### config.mk
export PLATFORM = sky130hd
export DESIGN_NAME = mano_loader
export DESIGN_NICKNAME = d
export VERILOG_FILES = /design/src/rtl/mano_loader.sv
export SDC_FILE = /design/constraint.sdc
export NUM_CORES = 1
export LEC_CHECK = 0
export BUFFER_PORTS_ARGS = -buffer_cell sky130_fd_sc_hd__clkbuf_2
export CAP_MARGIN = 20
export CORE_ASPECT_RATIO = 1.4
export CORE_MARGIN = 10
export CORE_UTILIZATION = 63
export CTS_BUF_LIST = sky130_fd_sc_hd__clkbuf_2 sky130_fd_sc_hd__clkbuf_4 sky130_fd_sc_hd__clkbuf_8
export DETAILED_ROUTE_END_ITERATION = 7
export MAX_ROUTING_LAYER = met4
export PLACE_DENSITY_LB_ADDON = 0.12
export SETUP_SLACK_MARGIN = 0.02
export SYNTH_ARGS = -nofsm -noshare
export SYNTH_HDL_FRONTEND = slang
export SYNTH_SLANG_ARGS = --single-unit
### constraint.sdc
create_clock -name clk -period 4.55 [get_ports clk]
set_input_delay 0.455 -clock clk [delete_from_list [all_inputs] [get_ports clk]]
set_output_delay 0.455 -clock clk [all_outputs]
set_load 0.01 [all_outputs]
### src/rtl/mano_loader.sv
// Program-load front end for the Mano CPU: decodes A5-framed address/word streams onto the CPU
// load port and releases execution on a 5A byte. Define LOADER_CHECKSUM_EN for per-frame checksum.
module mano_loader #(
    parameter logic [11:0] MEM_TOP = 12'hFE1
) (
    input  logic        clk,
    input  logic        rst,
    input  logic [7:0]  rx_data,
    input  logic        rx_valid,
    output logic        rx_ready,
    output logic        run_code,
    output logic [11:0] address,
    output logic [15:0] code,
    output logic        busy,
    output logic        err,
    output logic [12:0] words_loaded
);

    localparam logic [2:0] StIdle   = 3'd0;
    localparam logic [2:0] StAddrHi = 3'd1;
    localparam logic [2:0] StAddrLo = 3'd2;
    localparam logic [2:0] StCount  = 3'd3;
    localparam logic [2:0] StDataHi = 3'd4;
    localparam logic [2:0] StDataLo = 3'd5;
`ifdef LOADER_CHECKSUM_EN
    localparam logic [2:0] StCsum   = 3'd6;
`endif
    localparam logic [2:0] StRun    = 3'd7;

    localparam logic [7:0]  FrameStart = 8'hA5;
    localparam logic [7:0]  RunStart   = 8'h5A;
    localparam logic [12:0] WordsMax   = 13'h1FFF;

    logic [2:0]  state_q, state_d;
    logic [11:0] tgt_q, tgt_d;          // next target address inside a frame
    logic [8:0]  cnt_q, cnt_d;          // words remaining, 256 encoded as 9'd256
    logic [7:0]  hi_q, hi_d;
    logic [11:0] address_q, address_d;
    logic [15:0] code_q, code_d;
    logic        err_q, err_d;
    logic [12:0] words_q, words_d;
    logic        accept;
    logic [2:0]  frame_end_st;

`ifdef LOADER_CHECKSUM_EN
    logic [7:0]  csum_q, csum_d;
    logic [7:0]  csum_next;

    assign csum_next    = csum_q + rx_data;
    assign frame_end_st = StCsum;
`else
    assign frame_end_st = StIdle;
`endif

    assign rx_ready     = (state_q != StRun);
    assign run_code     = (state_q == StRun);
    assign busy         = (state_q != StIdle) && (state_q != StRun);
    assign err          = err_q;
    assign address      = address_q;
    assign code         = code_q;
    assign words_loaded = words_q;
    assign accept       = rx_valid && rx_ready;

    always_comb begin
        state_d   = state_q;
        tgt_d     = tgt_q;
        cnt_d     = cnt_q;
        hi_d      = hi_q;
        address_d = address_q;
        code_d    = code_q;
        err_d     = err_q;
        words_d   = words_q;
`ifdef LOADER_CHECKSUM_EN
        csum_d    = csum_q;
`endif
        if (accept) begin
            case (state_q)
                StIdle: begin
                    if (rx_data == FrameStart) begin
                        state_d = StAddrHi;
                    end else if (rx_data == RunStart) begin
                        state_d = StRun;
                    end else begin
                        err_d = 1'b1;
                    end
                end
                StAddrHi: begin
                    tgt_d[11:8] = rx_data[3:0];
`ifdef LOADER_CHECKSUM_EN
                    csum_d      = rx_data;
`endif
                    state_d     = StAddrLo;
                end
                StAddrLo: begin
                    tgt_d[7:0] = rx_data;
`ifdef LOADER_CHECKSUM_EN
                    csum_d     = csum_next;
`endif
                    state_d    = StCount;
                end
                StCount: begin
                    cnt_d   = (rx_data == 8'h00) ? 9'd256 : {1'b0, rx_data};
`ifdef LOADER_CHECKSUM_EN
                    csum_d  = csum_next;
`endif
                    state_d = StDataHi;
                end
                StDataHi: begin
                    hi_d    = rx_data;
`ifdef LOADER_CHECKSUM_EN
                    csum_d  = csum_next;
`endif
                    state_d = StDataLo;
                end
                StDataLo: begin
`ifdef LOADER_CHECKSUM_EN
                    csum_d = csum_next;
`endif
                    // Out-of-range words are dropped but the frame keeps consuming bytes.
                    if (tgt_q <= MEM_TOP) begin
                        address_d = tgt_q;
                        code_d    = {hi_q, rx_data};
                        if (words_q != WordsMax) begin
                            words_d = words_q + 13'd1;
                        end
                    end else begin
                        err_d = 1'b1;
                    end
                    tgt_d = tgt_q + 12'd1;
                    cnt_d = cnt_q - 9'd1;
                    if (cnt_q == 9'd1) begin
                        state_d = frame_end_st;
                    end else begin
                        state_d = StDataHi;
                    end
                end
`ifdef LOADER_CHECKSUM_EN
                StCsum: begin
                    if (csum_next != 8'h00) begin
                        err_d = 1'b1;
                    end
                    state_d = StIdle;
                end
`endif
                StRun: begin
                    state_d = StRun;
                end
                default: begin
                    state_d = StIdle;
                end
            endcase
        end
    end

    always_ff @(posedge clk) begin
        if (rst) begin
            state_q   <= StIdle;
            tgt_q     <= 12'h000;
            cnt_q     <= 9'd0;
            hi_q      <= 8'h00;
            address_q <= 12'h000;
            code_q    <= 16'h0000;
            err_q     <= 1'b0;
            words_q   <= 13'd0;
`ifdef LOADER_CHECKSUM_EN
            csum_q    <= 8'h00;
`endif
        end else begin
            state_q   <= state_d;
            tgt_q     <= tgt_d;
            cnt_q     <= cnt_d;
            hi_q      <= hi_d;
            address_q <= address_d;
            code_q    <= code_d;
            err_q     <= err_d;
            words_q   <= words_d;
`ifdef LOADER_CHECKSUM_EN
            csum_q    <= csum_d;
`endif
        end
    end

endmodule

== Word-level counts from Yosys, hierarchy flattened ==
Cells that the tools add are included.

* Bits of input ports: 11
* Logic and storage cells: 57
* Register bits after elaboration: 74
* Output and inout bits: 45

* Equality and inequality tests: 15
* Add/sub/neg operators: 3
* Mux-type cells: 12
* $lt $le $gt $ge: 1
* Reductions and logical operators: 17

{| class="wikitable"
|+ Operators by type and width
! cell !! count
|-
| $pmux W3 S7 || 1
|-
| $pmux W9 S2 || 1
|-
| $pmux W8 S2 || 1
|-
| $add A13 B1 Y13 const B || 1
|-
| $ne A13 B13 Y1 const B || 1
|-
| $add A12 B1 Y12 const B || 1
|-
| $le A12 B12 Y1 const B || 1
|-
| $reduce_and A2 Y1 || 5
|-
| $eq A3 B3 Y1 const B || 3
|-
| $eq A9 B1 Y1 const B || 1
|-
| $mux W3 || 3
|-
| $mux W9 || 1
|-
| $sub A9 B1 Y9 const B || 1
|-
| $eq A8 B7 Y1 const B || 1
|-
| $eq A8 B8 Y1 const B || 1
|-
| $logic_not A8 Y1 || 1
|-
| $pmux W4 S2 || 1
|-
| $reduce_bool A2 Y1 || 4
|-
| $eq A3 B2 Y1 const B || 2
|-
| $ne A2 B2 Y1 const B || 3
|-
| $ne A3 B3 Y1 const B || 2
|-
| $reduce_and A5 Y1 || 1
|-
| $reduce_and A4 Y1 || 1
|-
| $eq A3 B1 Y1 const B || 1
|-
| 6 further kinds || 9
|}

== Logic depth before layout (Yosys ltp) ==
Gate-level depths: netlist (run 1).

* Depth in word-level cells: 4
* Depth in mapped cells: 10
* Gate-level depth less buffers: 7

== Worst setup path before layout (run 1) ==
OpenSTA, ideal clock, no wires.

* Path type: flip-flop to flip-flop
* Start point: reg tgt_q[2]
* End point: reg words_q[7], in the netlist words_loaded[7]
* Setup time: 132 ps
* Path buffers: 3
* Stages on the path, launching flop included: 9
* Slack: 2549 ps
* Arrival time: 1869 ps
* Required time: 4418 ps
* Path through: dfxtp_1 -> buf_6 -> or3_1 -> o2111a_1 -> or2_1 -> clkbuf_1 -> buf_2 -> o41ai_1 -> a21oi_1

* Cells in the longest elaborated chain, start to end: 2

{| class="wikitable"
|+ RTL lines
! what !! RTL line !! RTL
|-
| start: declaration || 35 || <nowiki>logic [11:0] tgt_q, tgt_d;</nowiki>
|-
| start signal: assignment || 170 || <nowiki>tgt_q <= tgt_d;</nowiki>
|-
| $le A12 B12 Y1 || 120 || <nowiki>if (tgt_q <= MEM_TOP) begin</nowiki>
|-
| $reduce_and A4 Y1 (no source line) || n/a ||
|-
| end signal: assignment || 176 || <nowiki>words_q <= words_d;</nowiki>
|-
| end: declaration || 41 || <nowiki>logic [12:0] words_q, words_d;</nowiki>
|}

No other way between the ends.
A chain may end at the register's enable or synchronous reset.

== Worst setup path in the final report (run 1) ==
* Start point: reg state_q[2]
* End point: reg words_q[3], in the netlist words_loaded[3]

* Cells in the longest elaborated chain, start to end: 3
* Elaborated cells on any way between the ends: 4

{| class="wikitable"
|+ RTL lines
! what !! RTL line !! RTL
|-
| start: declaration || 34 || <nowiki>logic [2:0] state_q, state_d;</nowiki>
|-
| start signal: assignment || 157 || <nowiki>state_q <= StIdle;</nowiki>
|-
| start signal: assignment || 169 || <nowiki>state_q <= state_d;</nowiki>
|-
| $ne A3 B3 Y1 || 55 || <nowiki>assign rx_ready = (state_q != StRun);</nowiki>
|-
| $logic_and A1 B1 Y1 || 62 || <nowiki>assign accept = rx_valid && rx_ready;</nowiki>
|-
| $reduce_and A4 Y1 (no source line) (*) || n/a ||
|}

Every way passes the cells marked *; elsewhere a longest branch is shown, timed or not.

==> impl_metrics.yaml, run 1 <==
detailed_routing:
  wirelength_um: 8890
  ant_nets: 0
  vias: 3339
  wl_met1_um: 3630
  drc: 0
  detail_route.iter0.violations: 321
  dr.pass1.iters: 5
  met3WireLength_um: 655
  post_drt_via_cell_ratio: 5.89
  wl_met2_um: 4380
  wl_per_cell_um: 15.7
  highest-signal-layer: "met4"
flow_run:
  drv_cap: 0
worst_setup_path:
  path_depth: 5
  critPathLaunch: "state_q[2]"
  startpoint_type: "flop"
  rr_worst_depth: 5
  max_stage_delay_ns: 0.75
  regToRegStartpoint: "state_q[2]"
  crit_buf_inv: 0
  cpLargestDelayFamily: "simple AND/OR/NAND/NOR gates"
  endpoint: "words_loaded[3]"
  worstPathRequired_ns: 4.82
  crit_chain: "and3b_1, nand2_1, or2_1, or4_1, a21oi_1"
  critPathSlowestCell: "and3b_1"
  worstSetupPathType: "flop to flop"
  crit_fanout: 26
  r2r_slack_ns: 1.46
  worstSetupEndpointType: "flop"
  crit_arrival_ns: 3.36
  r2r_end: "words_loaded[3]"
floorplan:
  die_x_um: 83.4
  die_y_um: 109
  num_rows: 32
  die-area_um2: 9080
  ioPinCount: 56
  core_um2: 5490
  start_util: 0.647
synthesis:
  syn_area_um2: 3550
  syn_area_per_cell_um2: 7.75
  synth_cells: 458
  synth_edf_count: 0
  synth_seq_cells: 74
  synth.distinct_cells: 55
  ys_warn_count: 0
  async_flop_share: 0
  synthFlopType: "dfxtp_1"
  seq_area_frac_synth: 0.417
  syn_nets: 475
grt:
  grt_pass1_wl_um: 15000
  grt_usage: 0.203
  grt_pass1_vias: 3236
  grt_max_degree: 52
  grt-ovfl-total: 0
  antenna_found_initial: 0
sta:
  final-setup-viol-count: 0
  fmax_ghz: 0.324
  skew_ns: 0.0112
  worst_pin_slew_ns: 1.01
  slew_headroom: 0.327
  finalHoldViolCount: 0
  tns_ns: 0
  grt_setup_unrepaired: "no"
  min_period_ns: 3.09
  post-route-period-util: 0.679
  finalMaxSlewViolations: 0
clock_tree:
  postCtsHoldBufs: 0
  cts_made_buffers: 9
  clk_latency_ns: 0.36
  cts_setup_buffers: 0
  cts_tree: "yes"
  clockRootBuffer: "clkbuf_8"
  cts.repair.resized: 0
  cts_max_path_buffers: 2
  cts.sinks: 74
  path_clk_slew_ns: 0.08
  htree_levels: 3
power:
  ir_drop_mv: 0.236
  p_per_area_nw_per_um2: 295
  p_leak_nw: 1.48
run_status:
  outcome: "completed"
layout:
  fillerInstances: 445
  utilization: 0.726
  layout.area.seq_um2: 1480
  multi_input_area_um2: 1890
  fin_nets: 511
  drive_gt1_frac: 0.156
  diodes: 0
  syn_to_final_growth_pct: 12.3
placed_design:
  gp_congestion: 0.933
  io_buffers: 55
  dp_hpwl_um: 6380
worst_hold_path:
  hold_class: "input pin to flop"
cell usage in the layout (no fill, tap or decap), types with 3 or more instances in the layout:
cell type / netlist / final
nor2_1: 60 / 60
clkbuf_2: 0 / 55
nand2_1: 80 / 80
a21oi_1: 53 / 53
or3_1: 5 / 5
a211oi_1: 5 / 5
and3_1: 5 / 5
and4_1: 6 / 6
nor3_1: 8 / 8
or4_1: 4 / 4
inv_1: 9 / 9
nand2b_1: 4 / 4
nand4_1: 5 / 5
o21ai_0: 17 / 17
nor4_1: 6 / 6
clkbuf_8: 0 / 11
mux2i_1: 9 / 9
xnor2_1: 8 / 8
and2_1: 3 / 3
a31oi_1: 5 / 5
nand3_1: 11 / 11
o31ai_1: 3 / 3
ha_1: 6 / 6
dfxtp_1: 74 / 74
synth_stat cells (all sizes together) (2+ instances only):
| cell | number | area (µm²) |
|---|---|---|
| o211ai | 2 | 15.0 |
| inv | 9 | 33.8 |
| nor4b | 2 | 17.5 |
| nand2b | 4 | 25.0 |
| a31oi | 5 | 31.3 |
| nor4 | 7 | 58.8 |
| nor3b | 2 | 15.0 |
| a21o | 2 | 15.0 |
| and3 | 5 | 31.3 |
| nor2 | 60 | 225 |
| a2111oi | 2 | 17.5 |
| buf | 7 | 46.3 |
| and4 | 6 | 52.6 |
| nand3b | 2 | 15.0 |
| o31ai | 3 | 22.5 |
| a21boi | 2 | 15.0 |
| and2 | 5 | 31.3 |
| mux2i | 9 | 90.1 |
| xnor2 | 8 | 70.1 |
| a211oi | 5 | 37.5 |
| clkbuf | 26 | 97.6 |
| o21ai | 17 | 85.1 |
| dfxtp | 74 | 1480 |
| nor3 | 8 | 40.0 |
| o22ai | 2 | 12.5 |
| nand3 | 11 | 55.1 |
| a22oi | 2 | 15.0 |
| or3b | 2 | 17.5 |
| ha | 6 | 75.1 |
| nand4 | 5 | 31.3 |
| a21oi | 53 | 265 |
| or3 | 5 | 31.3 |
| nand2 | 80 | 300 |
| or4 | 4 | 30.0 |
report_power, final:
part	total, W	internal (W)	switching, W
registers	0.000650	0.000648	0.00000171
logic	0.0000400	0.0000115	0.0000286
clock network	0.000485	0.000229	0.000255
layout make-up:
cell class              count  share of cell area
well taps                  68              0.0214
multi-input cells         342               0.474
clock inverters             5             0.00942
clock buffers              11              0.0380
repair buffers             58              0.0766
inverters                   9             0.00848
flip-flops and latches     74               0.372
layer usage:
layer | GRT usage | vias up
li1 | - | 1681
met2 | 0.344 | 119
met3 | 0.0545 | 23
met1 | 0.218 | 1516
met5 | - | -
met4 | 0.0959 | 0
cells by family after synthesis:
group                    synth area share
AO/OA/AOI/OAI                       0.183
XOR/XNOR                           0.0197
adder cells (fa/ha/maj)            0.0212
buffers and inverters              0.0501
flip-flops                          0.417
multiplexers                       0.0286
AND/OR/NAND/NOR                     0.280
how the worst min path moves through the flow:
stage | startpoint | to | slack (ns) | depth (start not counted)
final | rx_data[3] | code[3] | 0.38 | 3
after CTS | rx_data[3] | code[3] | 0.37 | 3
after global routing | rx_data[3] | code[3] | 0.40 | 3
after floorplan | hi_q[2] | code[10] | 0.43 | 2
after global placement | err | err | 0.43 | 2
after detailed placement | err | err | 0.44 | 2
worst min-delay path, cell delays in order:
cell,delay (ns)
clkbuf_2,0.13
nand2_1,0.07
a21oi_1,0.05
sequential cells by signal (all words and copies together) (netlist names):
signal        count
code             16
words_loaded     13
address          12
tgt_q            12
cnt_q             9
hi_q              8
state_q           3
err               1
stage by stage:
step                      total power (W)  worst slack, ns  hold slack, ns  area (µm²)  std cells
after floorplan                  0.000687             2.55           0.431        3550        458
after global placement           0.000705             1.30           0.433        3780        550
after detailed placement         0.000705             1.21           0.443        3780        550
after CTS                         0.00118             1.19           0.371        3970        566
after global routing              0.00121             1.09           0.399        3980        567
final                             0.00117             1.46           0.385        3980        567
No activity file was read; power rests on OpenSTA's default activity.
==> inputs of run 2 (changes only) <==
Settings changed: CORE_UTILIZATION 63 to 53.
Clock period 4.55 ns to 2.6 ns, I/O delays scaled along.
==> impl_metrics.yaml, run 2 (synthesis gave the netlist of run 1 again) <==
run_status:
  outcome: "completed"
sta:
  min_period_ns: 2.22
  worst_pin_slew_ns: 0.882
  finalMaxSlewViolations: 0
  slew_headroom: 0.412
  finalHoldViolCount: 0
  fin_ws_ns: 0.383
  tns_ns: 0
  grt_setup_unrepaired: "no"
  final-setup-viol-count: 0
  post-route-period-util: 0.853
  fmax_ghz: 0.451
  whs_ns: 0.189
  skew_ns: 0.00927
power:
  power_frac_seq: 0.536
  p_leak_nw: 1.52
  p_per_area_nw_per_um2: 523
  p_sw_w: 0.000513
  power.internal_w: 0.00161
  p_sw_frac: 0.242
  pwr-share-comb: 0.035
  ir_drop_mv: 0.368
  finalPower_w: 0.00212
  p_clk_frac: 0.429
clock_tree:
  path_clk_slew_ns: 0.08
  htree_levels: 3
  postCtsHoldBufs: 0
  cts.repair.resized: 0
  cts.sinks: 74
  cts_setup_buffers: 0
  clk_latency_ns: 0.35
  cts_made_buffers: 9
  cts_max_path_buffers: 2
  cts_tree: "yes"
  clockRootBuffer: "clkbuf_8"
worst_setup_path:
  worstSetupEndpointType: "flop"
  crit_chain: "and3b_1, nand2_1, or2_1, or4_1, a21oi_1"
  critPathSlowestCell: "dfxtp_1"
  crit_buf_inv: 0
  crit_arrival_ns: 2.48
  startpoint_type: "flop"
  crit_fanout: 12
  worstPathRequired_ns: 2.87
  max_stage_delay_ns: 0.55
  worstSetupPathType: "flop to flop"
  cpLargestDelayFamily: "simple AND/OR/NAND/NOR gates"
floorplan:
  die_x_um: 89.2
  num_rows: 35
  die-area_um2: 10400
  start_util: 0.540
  die_y_um: 117
  core_um2: 6570
  ioPinCount: 56
layout:
  fin_nets: 518
  utilization: 0.617
  final_common_cell: "nand2_1"
  largest_register_ffs: 16
  final_cell_mix: "80 x nand2_1, 74 x dfxtp_1, 59 x nor2_1"
  drive_gt1_frac: 0.170
  diodes: 0
  syn_to_final_growth_pct: 14.2
detailed_routing:
  drc: 0
  wl_per_cell_um: 15.7
  post_drt_via_cell_ratio: 5.80
  ant_nets: 0
  wirelength_um: 9100
  dr.pass1.iters: 4
  vias: 3363
  detail_route.iter0.violations: 291
placed_design:
  io_buffers: 55
  gp_congestion: 0.893
  dp_hpwl_um: 6550
  place_worst_setup_slack_ns: 0.399
grt:
  grt_pass1_vias: 3220
  grt_usage: 0.188
  grt_max_degree: 45
  grt_pass1_wl_um: 15200
  antenna_found_initial: 0
  grt-ovfl-total: 0
flow_run:
  drv_cap: 0
worst_hold_path:
  hold_class: "input pin to flop"
-- run 2: tightest hold or removal path, cell delays in order --
cell      delay, ns
clkbuf_2       0.12
nand2_1        0.06
a21oi_1        0.05
-- run 2: metrics by stage --
stage,cell area [µm²],instances
2_1_floorplan,3550,458
3_3_place_gp,3850,564
3_5_place_dp,3850,564
4_1_cts,4050,580
5_1_grt,4050,580
6_report,4050,580
-- run 2: path summary, 6_finish.rpt --
| kind | slack, ns | from | depth (start not counted) | end |
|---|---|---|---|---|
| hold / removal | 0.19 | rx_data[3] | 3 | code[3] |
| setup reg to reg | 0.38 | state_q[2] | 5 | words_loaded[3] |
| hold reg to reg | 0.46 | hi_q[2] | 2 | code[10] |
| setup / recovery | 0.38 | state_q[2] | 5 | words_loaded[3] |
-- run 2: power groups by stage --
| stage | Sequential, W | Clock [W] | Combinational [W] |
|---|---|---|---|
| global route | 0.00114 | 0.000983 | 0.0000810 |
| global placement | 0.00116 | 0 | 0.0000726 |
| CTS | 0.00114 | 0.000925 | 0.0000731 |
| finish | 0.00114 | 0.000910 | 0.0000734 |
| detailed placement | 0.00116 | 0 | 0.0000729 |
| floorplan | 0.00116 | 0 | 0.0000392 |
-- run 2: layout make-up --
| type | instances | area (µm²) |
|---|---|---|
| Fill cell | 620 | 2520 |
| Multi-Input combinational cell | 342 | 1890 |
| Sequential cell | 74 | 1480 |
| Timing Repair Buffer | 65 | 350 |
| Clock buffer | 9 | 124 |
| Tap cell | 74 | 92.6 |
| Clock inverter | 7 | 77.6 |
| Inverter | 9 | 33.8 |
-- run 2: metal layers --
layer  track usage  up-vias  routed length [µm]
li1              -     1690                   -
met1         0.216     1560                3940
met2         0.301       92                4310
met3        0.0416       21                 588
met4        0.0947        0                 257
met5             -        -                   0
